===== src/rtl/flash_pkg.sv =====
// Shared constants and state encoding for the SPI boot-flash read master.
package flash_pkg;

    localparam int         ADDR_W         = 24;
    localparam logic [7:0] CMD_READ       = 8'h03;
    localparam logic [7:0] CMD_RELEASE_PD = 8'hAB;

    typedef enum logic [2:0] {
        WAKE_CMD,
        WAKE_WAIT,
        IDLE,
        CMD,
        ADDR,
        DATA,
        DESEL
    } flash_state_t;

endpackage


===== src/rtl/spi_shift_engine.sv =====
// SPI mode-0 bit engine: SCK divider plus one 8-bit shifter that transmits MSB first
// while capturing MISO on every SCK rising edge.
module spi_shift_engine
    import flash_pkg::*;
#(
    parameter int CLK_DIV = 1
) (
    input  logic       clk_i,
    input  logic       rst_n_i,
    input  logic       load_i,
    input  logic [7:0] byte_i,
    input  logic       miso_i,
    output logic       busy_o,
    output logic       done_o,
    output logic [7:0] byte_o,
    output logic       sck_o,
    output logic       mosi_o
);

    localparam int               DIV_W    = $clog2(CLK_DIV + 1);
    localparam logic [DIV_W-1:0] DIV_LAST = DIV_W'(CLK_DIV - 1);

    logic             busy_q;
    logic             sck_q;
    logic [DIV_W-1:0] div_q;
    logic [2:0]       bit_q;
    logic [7:0]       tx_q;
    logic [7:0]       rx_q;
    logic             phaseEnd;
    logic             byteDone;

    assign phaseEnd = busy_q && (div_q == DIV_LAST);
    // The last clock of the final high phase: a load seen here starts the next
    // byte's low phase immediately, so consecutive bytes run without gaps.
    assign byteDone = phaseEnd && sck_q && (bit_q == 3'd7);

    always_ff @(posedge clk_i or negedge rst_n_i) begin
        if (!rst_n_i) begin
            busy_q <= 1'b0;
            sck_q  <= 1'b0;
            div_q  <= '0;
            bit_q  <= '0;
            tx_q   <= '0;
            rx_q   <= '0;
        end else if (load_i && (!busy_q || byteDone)) begin
            busy_q <= 1'b1;
            sck_q  <= 1'b0;
            div_q  <= '0;
            bit_q  <= '0;
            tx_q   <= byte_i;
        end else if (busy_q) begin
            if (!phaseEnd) begin
                div_q <= div_q + 1'b1;
            end else begin
                div_q <= '0;
                if (!sck_q) begin
                    sck_q <= 1'b1;
                    rx_q  <= {rx_q[6:0], miso_i};
                end else begin
                    sck_q <= 1'b0;
                    if (bit_q == 3'd7) begin
                        busy_q <= 1'b0;
                    end else begin
                        bit_q <= bit_q + 3'd1;
                        tx_q  <= {tx_q[6:0], 1'b0};
                    end
                end
            end
        end
    end

    assign busy_o = busy_q;
    assign done_o = byteDone;
    assign byte_o = rx_q;
    assign sck_o  = sck_q;
    assign mosi_o = busy_q & tx_q[7];

endmodule


===== src/rtl/spi_flash_read_master.sv =====
// SPI flash read master: releases the flash from power-down once after reset, then
// serves 32-bit little-endian READ (0x03) fetches for ROM instruction and data access.
module spi_flash_read_master
    import flash_pkg::*;
#(
    parameter int CLK_DIV     = 1,
    parameter int WAKE_CYCLES = 64,
    parameter int CS_HIGH_CYC = 2
) (
    input  logic              clk_i,
    input  logic              rst_n_i,
    input  logic              req_i,
    input  logic [ADDR_W-1:0] addr_i,
    output logic              ready_o,
    output logic              ack_o,
    output logic [31:0]       data_o,
    output logic              flash_csn,
    output logic              flash_clk,
    output logic              flash_mosi,
    input  logic              flash_miso,
    output logic              flash_wpn,
    output logic              flash_holdn
);

    localparam int               CNT_MAX    = (WAKE_CYCLES > CS_HIGH_CYC) ? WAKE_CYCLES : CS_HIGH_CYC;
    localparam int               CNT_W      = $clog2(CNT_MAX + 1);
    localparam logic [CNT_W-1:0] WAKE_LAST  = CNT_W'(WAKE_CYCLES - 1);
    localparam logic [CNT_W-1:0] DESEL_LAST = CNT_W'(CS_HIGH_CYC - 1);

    flash_state_t      state_q, state_d;
    logic              csn_q, csn_d;
    logic              ack_q, ack_d;
    logic [31:0]       data_q, data_d;
    logic [ADDR_W-1:0] addr_q, addr_d;
    logic [23:0]       rdBuf_q, rdBuf_d;
    logic [1:0]        byteCnt_q, byteCnt_d;
    logic [CNT_W-1:0]  waitCnt_q, waitCnt_d;

    logic       engLoad;
    logic [7:0] engTx;
    logic       engBusy;
    logic       engDone;
    logic [7:0] engRx;
    logic       engSck;
    logic       engMosi;

    spi_shift_engine #(
        .CLK_DIV (CLK_DIV)
    ) u_shift (
        .clk_i   (clk_i),
        .rst_n_i (rst_n_i),
        .load_i  (engLoad),
        .byte_i  (engTx),
        .miso_i  (flash_miso),
        .busy_o  (engBusy),
        .done_o  (engDone),
        .byte_o  (engRx),
        .sck_o   (engSck),
        .mosi_o  (engMosi)
    );

    always_ff @(posedge clk_i or negedge rst_n_i) begin
        if (!rst_n_i) begin
            state_q   <= WAKE_CMD;
            csn_q     <= 1'b1;
            ack_q     <= 1'b0;
            data_q    <= '0;
            addr_q    <= '0;
            rdBuf_q   <= '0;
            byteCnt_q <= '0;
            waitCnt_q <= '0;
        end else begin
            state_q   <= state_d;
            csn_q     <= csn_d;
            ack_q     <= ack_d;
            data_q    <= data_d;
            addr_q    <= addr_d;
            rdBuf_q   <= rdBuf_d;
            byteCnt_q <= byteCnt_d;
            waitCnt_q <= waitCnt_d;
        end
    end

    // Each byte hand-off happens on the engine's done cycle so the next byte's
    // first low phase follows the previous high phase without an idle clock.
    always_comb begin
        state_d   = state_q;
        csn_d     = csn_q;
        ack_d     = 1'b0;
        data_d    = data_q;
        addr_d    = addr_q;
        rdBuf_d   = rdBuf_q;
        byteCnt_d = byteCnt_q;
        waitCnt_d = waitCnt_q;
        engLoad   = 1'b0;
        engTx     = 8'h00;

        case (state_q)
            WAKE_CMD: begin
                engTx = CMD_RELEASE_PD;
                if (!engBusy) begin
                    engLoad = 1'b1;
                    csn_d   = 1'b0;
                end else if (engDone) begin
                    csn_d     = 1'b1;
                    waitCnt_d = '0;
                    state_d   = WAKE_WAIT;
                end
            end
            WAKE_WAIT: begin
                if (waitCnt_q == WAKE_LAST) begin
                    state_d = IDLE;
                end else begin
                    waitCnt_d = waitCnt_q + 1'b1;
                end
            end
            IDLE: begin
                if (req_i) begin
                    addr_d  = addr_i;
                    engLoad = 1'b1;
                    engTx   = CMD_READ;
                    csn_d   = 1'b0;
                    state_d = CMD;
                end
            end
            CMD: begin
                if (engDone) begin
                    engLoad   = 1'b1;
                    engTx     = addr_q[23:16];
                    byteCnt_d = '0;
                    state_d   = ADDR;
                end
            end
            ADDR: begin
                if (engDone) begin
                    engLoad = 1'b1;
                    if (byteCnt_q == 2'd2) begin
                        byteCnt_d = '0;
                        state_d   = DATA;
                    end else begin
                        engTx     = (byteCnt_q == 2'd0) ? addr_q[15:8] : addr_q[7:0];
                        byteCnt_d = byteCnt_q + 2'd1;
                    end
                end
            end
            DATA: begin
                if (engDone) begin
                    if (byteCnt_q == 2'd3) begin
                        data_d    = {engRx, rdBuf_q};
                        ack_d     = 1'b1;
                        csn_d     = 1'b1;
                        waitCnt_d = '0;
                        state_d   = DESEL;
                    end else begin
                        case (byteCnt_q)
                            2'd0:    rdBuf_d[7:0]   = engRx;
                            2'd1:    rdBuf_d[15:8]  = engRx;
                            default: rdBuf_d[23:16] = engRx;
                        endcase
                        engLoad   = 1'b1;
                        byteCnt_d = byteCnt_q + 2'd1;
                    end
                end
            end
            DESEL: begin
                if (waitCnt_q == DESEL_LAST) begin
                    state_d = IDLE;
                end else begin
                    waitCnt_d = waitCnt_q + 1'b1;
                end
            end
            default: begin
                state_d = WAKE_CMD;
            end
        endcase
    end

    assign ready_o     = (state_q == IDLE);
    assign ack_o       = ack_q;
    assign data_o      = data_q;
    assign flash_csn   = csn_q;
    assign flash_clk   = engSck;
    assign flash_mosi  = engMosi;
    assign flash_wpn   = 1'b1;
    assign flash_holdn = 1'b1;

endmodule

===== config.mk =====
export PLATFORM = sky130hd
export DESIGN_NAME = spi_flash_read_master
export DESIGN_NICKNAME = d
export VERILOG_FILES = /design/src/rtl/flash_pkg.sv /design/src/rtl/spi_shift_engine.sv /design/src/rtl/spi_flash_read_master.sv
export SDC_FILE = /design/constraint.sdc
export NUM_CORES = 1
export LEC_CHECK = 0
export ABC_AREA = 1
export BUFFER_PORTS_ARGS = -buffer_cell sky130_fd_sc_hd__buf_2
export CAP_MARGIN = 15
export CORE_MARGIN = 2
export CORE_UTILIZATION = 35
export CTS_CLUSTER_DIAMETER = 60
export DETAILED_ROUTE_END_ITERATION = 7
export GPL_TIMING_DRIVEN = 0
export MAX_ROUTING_LAYER = met4
export PLACE_DENSITY_LB_ADDON = 0.25
export RECOVER_POWER = 100
export SLEW_MARGIN = 5
export SYNTH_ARGS = -nofsm -noshare
export SYNTH_HDL_FRONTEND = slang
export SYNTH_HIERARCHICAL = 1
export SYNTH_SLANG_ARGS = --single-unit
export TNS_END_PERCENT = 100

===== constraint.sdc =====
create_clock -name clk_i -period 4 [get_ports clk_i]
set_input_delay 0.8 -clock clk_i [delete_from_list [all_inputs] [get_ports clk_i]]
set_output_delay 0.8 -clock clk_i [all_outputs]
set_load 0.01 [all_outputs]

== Yosys cells after proc, flatten, opt, wreduce, memory -nomap -nowiden ==
Cells that the tools add are included.

* $add $sub $neg: 4
* Equality and inequality tests: 27
* Mux-type cells: 67
* Bitwise logic cells: 6
* Reduce and logical (&&, ||, !) cells: 28

{| class="wikitable"
|+ Operators by type and width
! cell !! number
|-
| 2-to-1 mux 8 bit || 9
|-
| 2-to-1 mux 3 bit || 15
|-
| 2-to-1 mux 7 bit || 6
|-
| case mux 8 bit (4 select lines) || 1
|-
| case mux 7 bit (4 select lines) || 1
|-
| 2-to-1 mux 1 bit || 25
|-
| case mux 3 bit (7 select lines) || 1
|-
| AND reduction 4 bit || 5
|-
| != test 2 bit, second input constant || 8
|-
| == test 3 bit, second input constant || 4
|-
| 2-to-1 mux 2 bit || 6
|-
| != test 2 x 1 -> 1 bit, second input constant || 6
|-
| AND reduction 10 bit || 1
|-
| AND reduction 5 bit || 2
|-
| adder 7 x 1 -> 7 bit, second input constant || 1
|-
| == test 7 x 1 -> 1 bit, second input constant || 1
|-
| == test 7 x 6 -> 1 bit, second input constant || 1
|-
| AND reduction 7 bit || 1
|-
| == test 3 x 2 -> 1 bit, second input constant || 2
|-
| case mux 2 bit (3 select lines) || 1
|-
| nonzero test 2 bit || 3
|-
| nonzero test 3 bit || 2
|-
| NOT 1 bit || 5
|-
| == test 2 bit, second input constant || 2
|-
| other kinds (18) || 23
|}

* Flip-flop bits (word level): 116
* Bits of input ports: 28
* Output and inout bits: 39
* Word-level logic and storage cells: 148

== Depth between registers and ports, before layout ==
Gate-level depths: netlist of the first run.

* Depth after elaboration: 9
* Depth in mapped cells: 14
* Depth with buffers taken out: 11

== Hierarchy ==
Netlist of the first run, hierarchy kept.

{| class="wikitable"
|+ By module, submodules not included
! module !! times used !! cells each !! area an instance (um^2) !! sequential area each (um^2)
|-
| spi_flash_read_master || 1 || 536 || 4433.0 || 2353.5
|-
| spi_shift_engine || 1 || 129 || 1086.0 || 550.5
|}

== Least setup slack after synthesis of the first run ==
Ideal clock, no wire load.

* Kind: register to register
* Start: reg u_shift.bit_q[0]
* End: reg u_shift.sck_q, in the netlist u_shift/sck_o
* Setup time: 132 ps
* Arrival: 2229 ps
* Data required time: 3868 ps
* Path slack: 1639 ps
* Cell stages (with the launch flop): 13
* Path buffers: 2
* Period minus slack after synthesis: 2361 ps
* Cell sequence: dfrtp_1 > ha_1 > ha_1 > nand2_1 > nor2_1 > buf_4 > o211ai_1 > nand3_1 > o21ai_1 > inv_1 > nand2_1 > buf_2 > o21ai_0

* Cells in the longest elaborated chain, start to end: 7
* Elaborated cells on any way between the ends: 11
* Classes of those cells: eq/ne (1); mux (4); reduce/logical (6)

{| class="wikitable"
|+ Ends and longest elaborated chain
! item !! line !! text
|-
| start, declared || spi_shift_engine.sv:26 || <nowiki>logic [2:0] bit_q;</nowiki>
|-
| start signal, assigned || spi_shift_engine.sv:64 || <nowiki>bit_q <= bit_q + 3'd1;</nowiki>
|-
| == test 3 bit (*) || spi_shift_engine.sv:35 || <nowiki>assign byteDone = phaseEnd && sck_q && (bit_q == 3'd7);</nowiki>
|-
| logical AND 1 bit (*) || spi_shift_engine.sv:35 ||
|-
| via engDone || spi_flash_read_master.sv:42 || <nowiki>logic engDone;</nowiki>
|-
| 2-to-1 mux 1 bit, on equally long branches || spi_flash_read_master.sv:147, spi_flash_read_master.sv:127, spi_flash_read_master.sv:135 ||
|-
| case mux 1 bit (4 select lines) (*) || spi_flash_read_master.sv:98 || <nowiki>case (state_q)</nowiki>
|-
| via engLoad || spi_flash_read_master.sv:39 || <nowiki>logic engLoad;</nowiki>
|-
| logical AND 1 bit (*) || spi_shift_engine.sv:45 || <nowiki>end else if (load_i && (!busy_q || byteDone)) begin</nowiki>
|-
| nonzero test 2 bit (no source line) || - ||
|-
| AND reduction 2 bit (no source line) || - ||
|-
| end signal, assigned || spi_shift_engine.sv:40 || <nowiki>sck_q <= 1'b0;</nowiki>
|-
| end signal, assigned || spi_shift_engine.sv:47 || <nowiki>sck_q <= 1'b0;</nowiki>
|-
| end signal, assigned || spi_shift_engine.sv:57 || <nowiki>sck_q <= 1'b1;</nowiki>
|-
| end, declared || spi_shift_engine.sv:24 || <nowiki>logic sck_q;</nowiki>
|}

The timed path passes the listed nets; every way through them passes the cells marked *.
A chain may end at the register's enable or synchronous reset.

== Worst setup path in the final report of the first run ==
* Start: reg state_q[2]
* End: reg u_shift.tx_q[4]

* Cells in the longest elaborated chain, start to end: 6
* Elaborated cells on any way between the ends: 15
* Classes of those cells: eq/ne (5); mux (3); reduce/logical (7)

{| class="wikitable"
|+ Ends and longest elaborated chain
! item !! line !! text
|-
| start, declared || spi_flash_read_master.sv:30 || <nowiki>flash_state_t state_q, state_d;</nowiki>
|-
| start signal, assigned || spi_flash_read_master.sv:73 || <nowiki>state_q <= state_d;</nowiki>
|-
| == test 3 bit / == test 3 x 2 -> 1 bit (equally long branches) || spi_flash_read_master.sv:98 ||
|-
| OR reduction 2 bit (no source line) || - ||
|-
| case mux 1 bit (4 select lines) (*) || spi_flash_read_master.sv:98 ||
|-
| via engLoad || spi_flash_read_master.sv:39 ||
|-
| logical AND 1 bit (*) || spi_shift_engine.sv:45 ||
|-
| != test 2 x 1 -> 1 bit (no source line) / nonzero test 2 bit (equally long branches) || - ||
|-
| AND reduction 4 bit (no source line) || - ||
|-
| end signal, assigned || spi_shift_engine.sv:50 || <nowiki>tx_q <= byte_i;</nowiki>
|-
| end signal, assigned || spi_shift_engine.sv:65 || <nowiki>tx_q <= {tx_q[6:0], 1'b0};</nowiki>
|-
| end, declared || spi_shift_engine.sv:27 || <nowiki>logic [7:0] tx_q;</nowiki>
|}

Marks and branches as above.

==> results of run 1 <==
==> cells by family (layout without fill, tap and decap cells) <==
logic type	Yosys count	count (layout)	synth area share [%]
AOI/OAI and AO/OA	80	80	8.89
other	1	2	0.0679
and+or+nand+nor	372	372	28.4
DFF	116	116	52.6
buffers and inverters	86	182	7.78
adders and majority gates	10	10	2.27
==> state kept, by name (all words and copies together) (netlist names) <==
register / cells
waitCnt_q: 7
data_o: 32
ack_o: 1
u_shift/bit_q: 3
u_shift/byte_o: 8
u_shift/sck_o: 1
u_shift/div_q: 1
u_shift/busy_o: 1
byteCnt_q: 2
addr_q: 24
rdBuf_q: 24
state_q: 3
u_shift/tx_q: 8
flash_csn: 1
==> through the flow <==
step / setup WS (ns) / cells / area (µm²)
after detailed placement: 1.26 / 942 / 6140
after CTS: 1.31 / 973 / 6730
after global placement: 0.642 / 941 / 6110
after global routing: 0.549 / 973 / 6590
final: 0.915 / 973 / 6590
after floorplan: 1.64 / 666 / 5520
==> per-layer routing <==
layer	vias to the layer above	GRT usage, %
li1	2266	-
met3	13	3.47
met1	1973	20.3
met5	-	-
met2	88	23.9
met4	0	7.02
==> cell type report <==
cell class	instances	area, µm²
well taps	211	264
clock inverters	8	100
clock buffers	23	488
multi-input cells	464	2130
repair buffers	65	302
flip-flops and latches	116	2900
inverters	60	230
plain buffers	26	163
fillers	1612	8730
==> worst min-delay path, delay by kind of cell (launching register included) <==
family | cells | cell delay [ns]
simple gates | 2 | 0.11
flops | 1 | 0.33
==> path summary, 6_finish.rpt <==
check / endpoint
setup / recovery: u_shift/tx_q[4]$_DFFE_PN0P_
hold / removal: addr_q[13]$_DFFE_PN0P_
setup reg to reg: u_shift/tx_q[4]$_DFFE_PN0P_
hold reg to reg: addr_q[13]$_DFFE_PN0P_
max in group asynchronous: flash_csn$_DFFE_PN1P_
min in group asynchronous: data_o[15]$_DFFE_PN0P_
==> where the power goes <==
part	total, W	leakage (nW)	switching, W	internal [W]
clock	0.00150	0.277	0.000522	0.000975
sequential	0.00121	1.54	0.0000149	0.00119
combinational	0.0000590	1.50	0.0000379	0.0000211
==> cell usage in the layout, fill, tap and decap left out, types with 5 or more instances in the layout <==
master / synthesis / layout
sky130_fd_sc_hd__nand2_1: 271 / 273
sky130_fd_sc_hd__dfrtp_1: 115 / 115
sky130_fd_sc_hd__inv_1: 54 / 57
sky130_fd_sc_hd__o21ai_0: 35 / 56
sky130_fd_sc_hd__nand3_1: 52 / 52
sky130_fd_sc_hd__clkbuf_1: 1 / 50
sky130_fd_sc_hd__buf_2: 9 / 31
sky130_fd_sc_hd__nor2_1: 21 / 24
sky130_fd_sc_hd__clkbuf_16: 0 / 17
sky130_fd_sc_hd__a21oi_1: 10 / 10
sky130_fd_sc_hd__ha_1: 10 / 10
sky130_fd_sc_hd__buf_6: 9 / 6
sky130_fd_sc_hd__nand4_1: 6 / 6
sky130_fd_sc_hd__o21ai_2: 15 / 5
sky130_fd_sc_hd__nand2_2: 7 / 5
==> flow_summary.rst, run 1 <==
.. list-table::
   :header-rows: 1

   * - Metric
     - Value
   * - Status
     - finished, violations left
   * - Violated checks
     - max-capacitance violations
   * - Leading register cell type out of synthesis
     - sky130_fd_sc_hd__dfrtp_1
   * - Maximum clock rate
     - 324 MHz
   * - Total track usage
     - 15.8%
   * - Syn Std Cell Area
     - 5520 µm²
   * - Worst Path Required
     - 4.30 ns
   * - Vert. Die Dim
     - 130 µm
   * - Top cells by area, synth
     - sky130_fd_sc_hd__dfrtp_1, sky130_fd_sc_hd__nand2_1, sky130_fd_sc_hd__nand3_1, sky130_fd_sc_hd__inv_1, sky130_fd_sc_hd__o21ai_0
   * - Via density
     - 4.46
   * - Overall power
     - 0.00276 W
   * - Number of hold buffers added after CTS
     - 0
   * - Last weighted congestion value of the routability-driven placer
     - 0.792
   * - Worst slew pin tran
     - 1.49 ns
   * - Growth of design area from synthesis to finish
     - 19.3%
   * - Final clock skew
     - 0.0104 ns
   * - Total wire length after detailed routing
     - 12100 µm
   * - Via count
     - 4340
   * - Number of ports placed on the die boundary
     - 67
   * - Slew HR
     - 0.668%
   * - Post-CTS Setup Repair Bufs
     - 0
   * - Highest metal layer used by the detailed router
     - met4
   * - Total count of hold-check failures in the final report
     - 0
   * - Tightest hold margin
     - 0.466 ns
   * - Final ANT Viol Nets
     - 0
   * - TritonCTS clock tree
     - done
   * - Most used standard cells in the synthesized netlist
     - sky130_fd_sc_hd__nand2_1, sky130_fd_sc_hd__dfrtp_1, sky130_fd_sc_hd__inv_1, sky130_fd_sc_hd__nand3_1, sky130_fd_sc_hd__o21ai_0
   * - Power density over the cells
     - 419 nW/µm²
   * - Fraction of layout cells with a size suffix above 1
     - 12.3%
   * - Final standard cell utilization of the core
     - 43.0%
   * - Average detailed-routed wire length per instance
     - 12.4 µm
   * - Depth of the worst register-to-register path
     - 14
   * - Share of synthesized area occupied by flip-flops and latches
     - 52.6%
   * - Average size of a mapped cell
     - 8.30 µm²
   * - Worst hold path cell count
     - 2
   * - Maximum root-to-sink buffer count
     - 2
   * - Metal-1 WL
     - 6130 µm
   * - Initial Utilization
     - 36.0%
   * - Warnings from Yosys
     - 6
   * - RSZ-0062 raised after global routing
     - no
   * - Number of cells on the critical path
     - 14
   * - Slack of the worst reg-to-reg path
     - 0.91 ns
   * - Clock latency of the later-clocked register in the worst-skew pair
     - 0.42 ns
   * - Min-Delay Startpoint
     - addr_q[13]$_DFFE_PN0P_
   * - # diodes
     - 0
   * - Area enclosed by the die boundary
     - 16800 µm²
   * - Count of flip-flops with a built-in enable after synthesis
     - 0
   * - Most common cell on crit path
     - sky130_fd_sc_hd__nand2_1
   * - Initial DRC Count
     - 219
   * - Buf/Inv on CP
     - 5
   * - DRC violation count after routing
     - 0
   * - Accumulated negative setup slack
     - 0 ns
   * - Number of distinct library cells after synthesis
     - 36
   * - Register clock-pin slew on the reported worst setup and hold paths
     - 0.06 ns
   * - Cell with the largest stage delay on the worst path
     - sky130_fd_sc_hd__nor2_1
   * - Number of storage elements in the synthesis netlist
     - 116
   * - Top-area cell type share of the netlist area
     - 52.1%
   * - Critical path endpoint category
     - flop
   * - Leakage power
     - 3.32 nW
   * - Detail Route met2 WL
     - 5300 µm
   * - Horizontal extent of the die
     - 130 µm
   * - Biggest area consumer among synthesized cells
     - sky130_fd_sc_hd__dfrtp_1
   * - Critical path, cell by cell
     - buf_4 -> nor2_1 -> nand2_1 -> nor2_1 -> inv_1 -> clkbuf_1 -> nand3_1 -> buf_6 -> nand2_4 -> clkbuf_1 -> nand2_1 -> nand2_1 -> nand2_1 -> nand2_1
   * - Maximum number of pins on one net before global-route repair
     - 92
   * - Number of global-route vias before repair
     - 4133
   * - Crit-path leading delay family
     - simple AND/OR/NAND/NOR gates
   * - Detail Placement HPWL
     - 8340 µm
   * - Met3 wire len
     - 500 µm
   * - Clock buffer count from CTS
     - 17
   * - Worst path max stage delay
     - 0.49 ns
   * - Antenna violations before repair
     - 0
   * - Startpoint-to-endpoint class of the critical path
     - flop to flop
   * - Number of instances in the synthesized netlist
     - 665
   * - Most common cell in the synthesized netlist
     - sky130_fd_sc_hd__nand2_1
   * - Number of standard-cell rows in the floorplan
     - 45
   * - Final net count
     - 788
   * - Core Box Area
     - 15300 µm²
   * - Type of the worst min-delay path
     - flop to flop
   * - Maximum fanout along the worst path
     - 10
   * - Final critical-path share of the clock period
     - 77.1%
   * - Origin of the critical flop-to-flop path
     - state_q[2]$_DFFE_PN0P_
   * - Total grt overflow
     - 0
   * - CTS root buf
     - sky130_fd_sc_hd__clkbuf_16
   * - Gates resized, CTS repair
     - 0
   * - Number of max-cap violations
     - 1
   * - Crit path from
     - state_q[2]$_DFFE_PN0P_
   * - Number of I/O port buffers
     - 64
   * - Min cycle time layout
     - 3.09 ns
   * - CP startpoint kind
     - flop
   * - Share of synthesized registers carrying an async set or reset
     - 100%
   * - Data arrival time of the critical path
     - 3.38 ns
   * - Setup Viol. Count Final
     - 0
   * - Global-route wire length before repair
     - 20000 µm
   * - Iteration count of the initial detailed-routing pass
     - 5
   * - H-tree levels
     - 4
   * - Max-slew violation count
     - 0
   * - Clock Sinks
     - 116
   * - Worst vdd ir
     - 316 µV
No activity file was read; power rests on OpenSTA's default activity.
==> run 2, diff against run 1 <==
clock period = 2.9 ns   (was 4 ns; I/O delays follow)
==> flow_summary.rst, run 2 (synthesis results as in run 1) <==
.. list-table::
   :header-rows: 1

   * - Metric
     - Value
   * - Worst slack, placed
     - 0.206 ns
   * - Post-CTS Setup Repair Bufs
     - 0
   * - Total count of hold-check failures in the final report
     - 0
   * - Area enclosed by the die boundary
     - 16800 µm²
   * - CP startpoint kind
     - flop
   * - Number of hold buffers added after CTS
     - 0
   * - DRC violation count after routing
     - 0
   * - Total track usage
     - 15.8%
   * - Antenna violations before repair
     - 0
   * - H-tree levels
     - 4
   * - Iteration count of the initial detailed-routing pass
     - 4
   * - # diodes
     - 0
   * - Crit path from
     - u_shift/bit_q[0]$_DFFE_PN0P_
   * - Via count
     - 4347
   * - Slack of the worst reg-to-reg path
     - 0.28 ns
   * - TritonCTS clock tree
     - done
   * - Number of I/O port buffers
     - 64
   * - Worst vdd ir
     - 437 µV
   * - Core Box Area
     - 15300 µm²
   * - Fraction of layout cells with a size suffix above 1
     - 13.1%
   * - Maximum number of pins on one net before global-route repair
     - 92
   * - Reg-to-reg critical path endpoint
     - u_shift/tx_q[4]$_DFFE_PN0P_
   * - Startpoint-to-endpoint class of the critical path
     - flop to flop
   * - Highest-count cells in the layout ignoring fill and taps
     - sky130_fd_sc_hd__nand2_1, sky130_fd_sc_hd__dfrtp_1, sky130_fd_sc_hd__o21ai_0, sky130_fd_sc_hd__inv_1, sky130_fd_sc_hd__nand3_1
   * - Slew HR
     - 0.618%
   * - Number of flip-flops under the largest register name
     - 32
   * - Global-route wire length before repair
     - 20000 µm
   * - Origin of the critical flop-to-flop path
     - u_shift/bit_q[0]$_DFFE_PN0P_
   * - Maximum clock rate
     - 381 MHz
   * - Tightest hold margin
     - 0.364 ns
   * - Type of the worst min-delay path
     - primary input to flop
   * - Number of max-cap violations
     - 1
   * - Initial Utilization
     - 36.0%
   * - Number of ports placed on the die boundary
     - 67
   * - Average detailed-routed wire length per instance
     - 12.4 µm
   * - Final clock skew
     - 0.0121 ns
   * - Max-slew violation count
     - 0
   * - Gates resized, CTS repair
     - 0
   * - Total wire length after detailed routing
     - 12100 µm
   * - Number of global-route vias before repair
     - 4133
   * - Final ANT Viol Nets
     - 0
   * - Slack of the critical path
     - 0.277 ns
   * - Setup Viol. Count Final
     - 0
   * - Register clock-pin slew on the reported worst setup and hold paths
     - 0.05 ns
   * - Growth of design area from synthesis to finish
     - 19.5%
   * - Final critical-path share of the clock period
     - 90.5%
   * - Met1 usage in global routing
     - 20.3%
   * - Detail Placement HPWL
     - 8340 µm
   * - Worst slew pin tran
     - 1.49 ns
   * - RSZ-0062 raised after global routing
     - no
   * - Maximum root-to-sink buffer count
     - 2
   * - Maximum fanout along the worst path
     - 10
   * - Most common cell after layout, fill and taps aside
     - sky130_fd_sc_hd__nand2_1
   * - Data arrival time of the critical path
     - 2.97 ns
   * - Most heavily used metal layer in global routing
     - met2
   * - Total grt overflow
     - 0
   * - Clock Sinks
     - 116
   * - Initial DRC Count
     - 237
   * - Capture point of the worst path
     - u_shift/tx_q[4]$_DFFE_PN0P_
   * - Power density over the cells
     - 577 nW/µm²
   * - Horizontal extent of the die
     - 130 µm
   * - Depth of the worst register-to-register path
     - 13
   * - Number of standard-cell rows in the floorplan
     - 45
   * - Critical path endpoint category
     - flop
   * - Final net count
     - 788
   * - Clock latency of the later-clocked register in the worst-skew pair
     - 0.42 ns
   * - Vert. Die Dim
     - 130 µm
   * - Worst hold path cell count
     - 3
   * - Last weighted congestion value of the routability-driven placer
     - 0.792
   * - Leakage power
     - 3.34 nW
   * - Via density
     - 4.47
   * - CTS root buf
     - sky130_fd_sc_hd__clkbuf_16
   * - Status
     - finished, violations left
   * - Met2 global-route usage
     - 23.9%
   * - Violated checks
     - max-capacitance violations
   * - Min cycle time layout
     - 2.62 ns
   * - Worst Path Required
     - 3.25 ns
   * - Met3 layer usage reported by global route
     - 3.47%
   * - Clock buffer count from CTS
     - 17
## run 2: final cells by class
cell class              count  area (µm²)
fillers                  1610        8720
flip-flops and latches    116        2900
multi-input cells         464        2130
clock buffers              23         488
repair buffers             65         302
well taps                 211         264
inverters                  60         230
plain buffers              26         180
clock inverters             8         100
## run 2: how the worst min path moves through the flow
| stage | startpoint | slack, ns | end |
|---|---|---|---|
| after floorplan | rst_n_i | 0.28 | ack_o$_DFF_PN0_ |
| after global placement | addr_q[3]$_DFFE_PN0P_ | 0.46 | addr_q[3]$_DFFE_PN0P_ |
| after detailed placement | rst_n_i | 0.46 | data_o[4]$_DFFE_PN0P_ |
| after CTS | rst_n_i | 0.02 | data_o[4]$_DFFE_PN0P_ |
| after global routing | addr_i[17] | 0.36 | addr_q[17]$_DFFE_PN0P_ |
| final | addr_i[4] | 0.36 | addr_q[4]$_DFFE_PN0P_ |
## run 2: where the power goes
part / switching [W] / internal [W] / total, W
clock network: 0.000716 / 0.00134 / 0.00206
logic: 0.0000522 / 0.0000290 / 0.0000812
registers: 0.0000208 / 0.00164 / 0.00166
## run 2: routing by layer
metal  wire [µm]  part of all wire [%]
met2        5330                    44
met5           0                     0
met3         543                   4.5
met1        6030                    50
met4         149                   1.2
## run 2: metrics by stage
step | total power, W | instances | TNS, ns | utilization, % | area [µm²]
final | 0.00381 | 973 | 0 | 43.1 | 6600
after global routing | 0.00393 | 973 | 0 | 43.1 | 6600
after CTS | 0.00385 | 973 | 0 | 43.9 | 6730
after detailed placement | 0.00178 | 942 | 0 | 40.1 | 6140
after global placement | 0.00177 | 941 | -26.46 | 39.9 | 6110
after floorplan | 0.00171 | 666 | 0 | - | 5520
## run 2: worst max-delay path: stages, from the launching register on
cell,delay [ns]
sky130_fd_sc_hd__dfrtp_1,0.40
sky130_fd_sc_hd__ha_1,0.21
sky130_fd_sc_hd__ha_1,0.25
sky130_fd_sc_hd__nand2_1,0.14
sky130_fd_sc_hd__nor2_1,0.06
sky130_fd_sc_hd__buf_4,0.17
sky130_fd_sc_hd__o211ai_1,0.23
sky130_fd_sc_hd__nand3_2,0.19
sky130_fd_sc_hd__a21oi_2,0.35
sky130_fd_sc_hd__nor2_1,0.16
sky130_fd_sc_hd__nand2_2,0.11
sky130_fd_sc_hd__buf_6,0.15
sky130_fd_sc_hd__nand2_1,0.06
sky130_fd_sc_hd__nand2_1,0.06
==> run 3, diff against run 2 <==
CELL_PAD_IN_SITES_DETAIL_PLACEMENT = 0   (was default)
CELL_PAD_IN_SITES_GLOBAL_PLACEMENT = 1   (was default)
==> flow_summary.rst, run 3 (synthesis results as in run 1) <==
.. list-table::
   :header-rows: 1

   * - Metric
     - Value
   * - Status
     - finished clean
   * - Power density over the cells
     - 574 nW/µm²
   * - Growth of design area from synthesis to finish
     - 19.9%
   * - Buf/Inv on CP
     - 5
   * - Total wire length after detailed routing
     - 12600 µm
   * - Clock Sinks
     - 116
   * - Crit-path leading delay family
     - buffers and inverters
   * - Vert. Die Dim
     - 130 µm
   * - Final net count
     - 788
   * - Core Box Area
     - 15300 µm²
   * - Highest-count cells in the layout ignoring fill and taps
     - sky130_fd_sc_hd__nand2_1, sky130_fd_sc_hd__dfrtp_1, sky130_fd_sc_hd__inv_1, sky130_fd_sc_hd__nand3_1
   * - Number of I/O port buffers
     - 64
   * - Initial DRC Count
     - 263
   * - Number of max-cap violations
     - 0
   * - Critical path endpoint category
     - flop
   * - Initial Utilization
     - 36.0%
   * - Final clock skew
     - 0.00827 ns
   * - Worst vdd ir
     - 379 µV
   * - Leakage power
     - 3.35 nW
   * - Depth of the worst register-to-register path
     - 13
   * - Horizontal extent of the die
     - 130 µm
   * - H-tree levels
     - 4
   * - Post-CTS Setup Repair Bufs
     - 0
   * - Maximum fanout along the worst path
     - 10
   * - Number of global-route vias before repair
     - 4395
   * - Area enclosed by the die boundary
     - 16800 µm²
   * - Worst slew pin tran
     - 1.35 ns
   * - Total track usage
     - 17.0%
   * - Slack of the worst reg-to-reg path
     - 0.25 ns
   * - Multi-input gate area
     - 2170 µm²
   * - Worst Path Required
     - 3.20 ns
   * - Min-Delay Startpoint
     - addr_i[5]
   * - TritonCTS clock tree
     - done
   * - Type of the worst min-delay path
     - primary input to flop
   * - Area used by sequential logic in the layout
     - 2900 µm²
   * - Number of standard-cell rows in the floorplan
     - 45
   * - Register clock-pin slew on the reported worst setup and hold paths
     - 0.06 ns
   * - Final critical-path share of the clock period
     - 91.5%
   * - Critical path, cell by cell
     - buf_4 -> nor2_2 -> nand2_1 -> nor2_2 -> inv_1 -> buf_2 -> nand3_2 -> o21ai_2 -> inv_1 -> nand2_1 -> buf_2 -> nand2_1 -> o21ai_0
   * - Global-route wire length before repair
     - 21400 µm
   * - Max-slew violation count
     - 0
   * - Clock buffer count from CTS
     - 17
   * - # diodes
     - 0
   * - Fraction of layout cells with a size suffix above 1
     - 14.8%
   * - Data arrival time of the critical path
     - 2.95 ns
   * - Worst path max stage delay
     - 0.41 ns
   * - CP startpoint kind
     - flop
   * - Via density
     - 4.60
   * - Most common cell after layout, fill and taps aside
     - sky130_fd_sc_hd__nand2_1
   * - Via count
     - 4476
   * - Placed inst area
     - 6140 µm²
   * - Number of flip-flops under the largest register name
     - 32
   * - Average detailed-routed wire length per instance
     - 13.0 µm
   * - RSZ-0062 raised after global routing
     - no
   * - Maximum number of pins on one net before global-route repair
     - 65
   * - Clock latency of the later-clocked register in the worst-skew pair
     - 0.42 ns
   * - Iteration count of the initial detailed-routing pass
     - 4
   * - Origin of the critical flop-to-flop path
     - state_q[2]$_DFFE_PN0P_
   * - Cell with the largest stage delay on the worst path
     - sky130_fd_sc_hd__dfrtp_1
   * - Reg-to-reg critical path endpoint
     - u_shift/byte_o[7]$_DFFE_PN0P_
   * - Min cycle time layout
     - 2.65 ns
   * - Slew HR
     - 10.3%
   * - DRC violation count after routing
     - 0
   * - Total count of hold-check failures in the final report
     - 0
   * - Filler cell count
     - 1598
   * - CTS root buf
     - sky130_fd_sc_hd__clkbuf_16
   * - Startpoint-to-endpoint class of the critical path
     - flop to flop
   * - Most common cell on crit path
     - sky130_fd_sc_hd__nand2_1
   * - Detail Placement HPWL
     - 8900 µm
   * - Maximum clock rate
     - 377 MHz
   * - Hold Path Sink
     - addr_q[5]$_DFFE_PN0P_
   * - Setup Viol. Count Final
     - 0
   * - Final ANT Viol Nets
     - 0
   * - Total grt overflow
     - 0
   * - Number of ports placed on the die boundary
     - 67
   * - Antenna violations before repair
     - 0
   * - Worst hold path cell count
     - 3
   * - Tightest hold margin
     - 0.360 ns
   * - Accumulated negative setup slack
     - 0 ns
   * - Maximum root-to-sink buffer count
     - 2
   * - Final instance area
     - 6620 µm²
   * - Last weighted congestion value of the routability-driven placer
     - 0.803
-- run 3: cell types whose count changed in the layout (fill, tap and decap cells not counted), moves of 4 or more --
cell                       delta
sky130_fd_sc_hd__clkbuf_8     -4
sky130_fd_sc_hd__o21ai_1      +5
sky130_fd_sc_hd__o21ai_2      +9
sky130_fd_sc_hd__o21ai_0     -14
-- run 3: layout make-up --
cell class                      count  share of cell area [%]
Sequential cell                   116                    43.9
Multi-Input combinational cell    464                    32.8
Inverter                           60                    3.48
Clock buffer                       17                    6.43
Buffer                             26                    2.78
Clock inverter                     15                    2.38
Tap cell                          211                    3.99
Timing Repair Buffer               65                    4.27
-- run 3: per-layer routing --
layer | vias to the layer above | wire (µm) | global-route usage (%)
li1 | 2285 | - | -
met1 | 2082 | 6030 | 21.0
met2 | 97 | 5900 | 26.4
met3 | 12 | 508 | 4.71
met4 | 0 | 180 | 7.08
met5 | - | 0 | -
-- run 3: stage by stage --
stage,power (W),setup slack (ns),cells,utilization [%]
3_5_place_dp,0.00178,0.121,942,40.1
5_1_grt,0.00395,0.0327,974,43.2
2_1_floorplan,0.00171,0.539,666,-
3_3_place_gp,0.00177,-0.204,941,39.9
6_report,0.00380,0.246,974,43.2
4_1_cts,0.00386,0.133,974,43.9
-- run 3: what timing repair did --
item	4_1_cts	5_1_grt
resized for setup	0	2
hold buffers	0	0
endpoints found under the setup margin	0	18
-- run 3: worst register-to-register path, cell delays in order (launching register included) --
cell	delay [ns]
sky130_fd_sc_hd__dfrtp_1	0.41
sky130_fd_sc_hd__buf_4	0.19
sky130_fd_sc_hd__nor2_2	0.12
sky130_fd_sc_hd__nand2_1	0.11
sky130_fd_sc_hd__nor2_2	0.33
sky130_fd_sc_hd__inv_1	0.25
sky130_fd_sc_hd__buf_2	0.25
sky130_fd_sc_hd__nand3_2	0.14
sky130_fd_sc_hd__o21ai_2	0.09
sky130_fd_sc_hd__inv_1	0.19
sky130_fd_sc_hd__nand2_1	0.10
sky130_fd_sc_hd__buf_2	0.20
sky130_fd_sc_hd__nand2_1	0.08
sky130_fd_sc_hd__o21ai_0	0.07
-- run 3: power breakdown --
group	internal, W	total, W	leakage [nW]	switching [W]
logic	0.0000261	0.0000788	1.53	0.0000527
clock network	0.00127	0.00206	0.276	0.000788
registers	0.00164	0.00166	1.54	0.0000212
-- run 3: how the worst max path moves through the flow --
| stage | from | to | slack [ns] | cells after the start |
|---|---|---|---|---|
| 4_1_cts | u_shift/bit_q[0]$_DFFE_PN0P_ | u_shift/sck_o$_DFFE_PN0P_ | 0.13 | 12 |
| 3_5_place_dp | u_shift/bit_q[0]$_DFFE_PN0P_ | u_shift/sck_o$_DFFE_PN0P_ | 0.12 | 12 |
| 5_1_grt | u_shift/bit_q[0]$_DFFE_PN0P_ | data_o[23]$_DFFE_PN0P_ | 0.03 | 12 |
| 2_1_floorplan | u_shift/bit_q[0]$_DFFE_PN0P_ | u_shift/sck_o$_DFFE_PN0P_ | 0.54 | 12 |
| 3_3_place_gp | rst_n_i | u_shift/tx_q[5]$_DFFE_PN0P_ | -0.20 | 1 |
| 6_report | state_q[2]$_DFFE_PN0P_ | u_shift/byte_o[7]$_DFFE_PN0P_ | 0.25 | 13 |
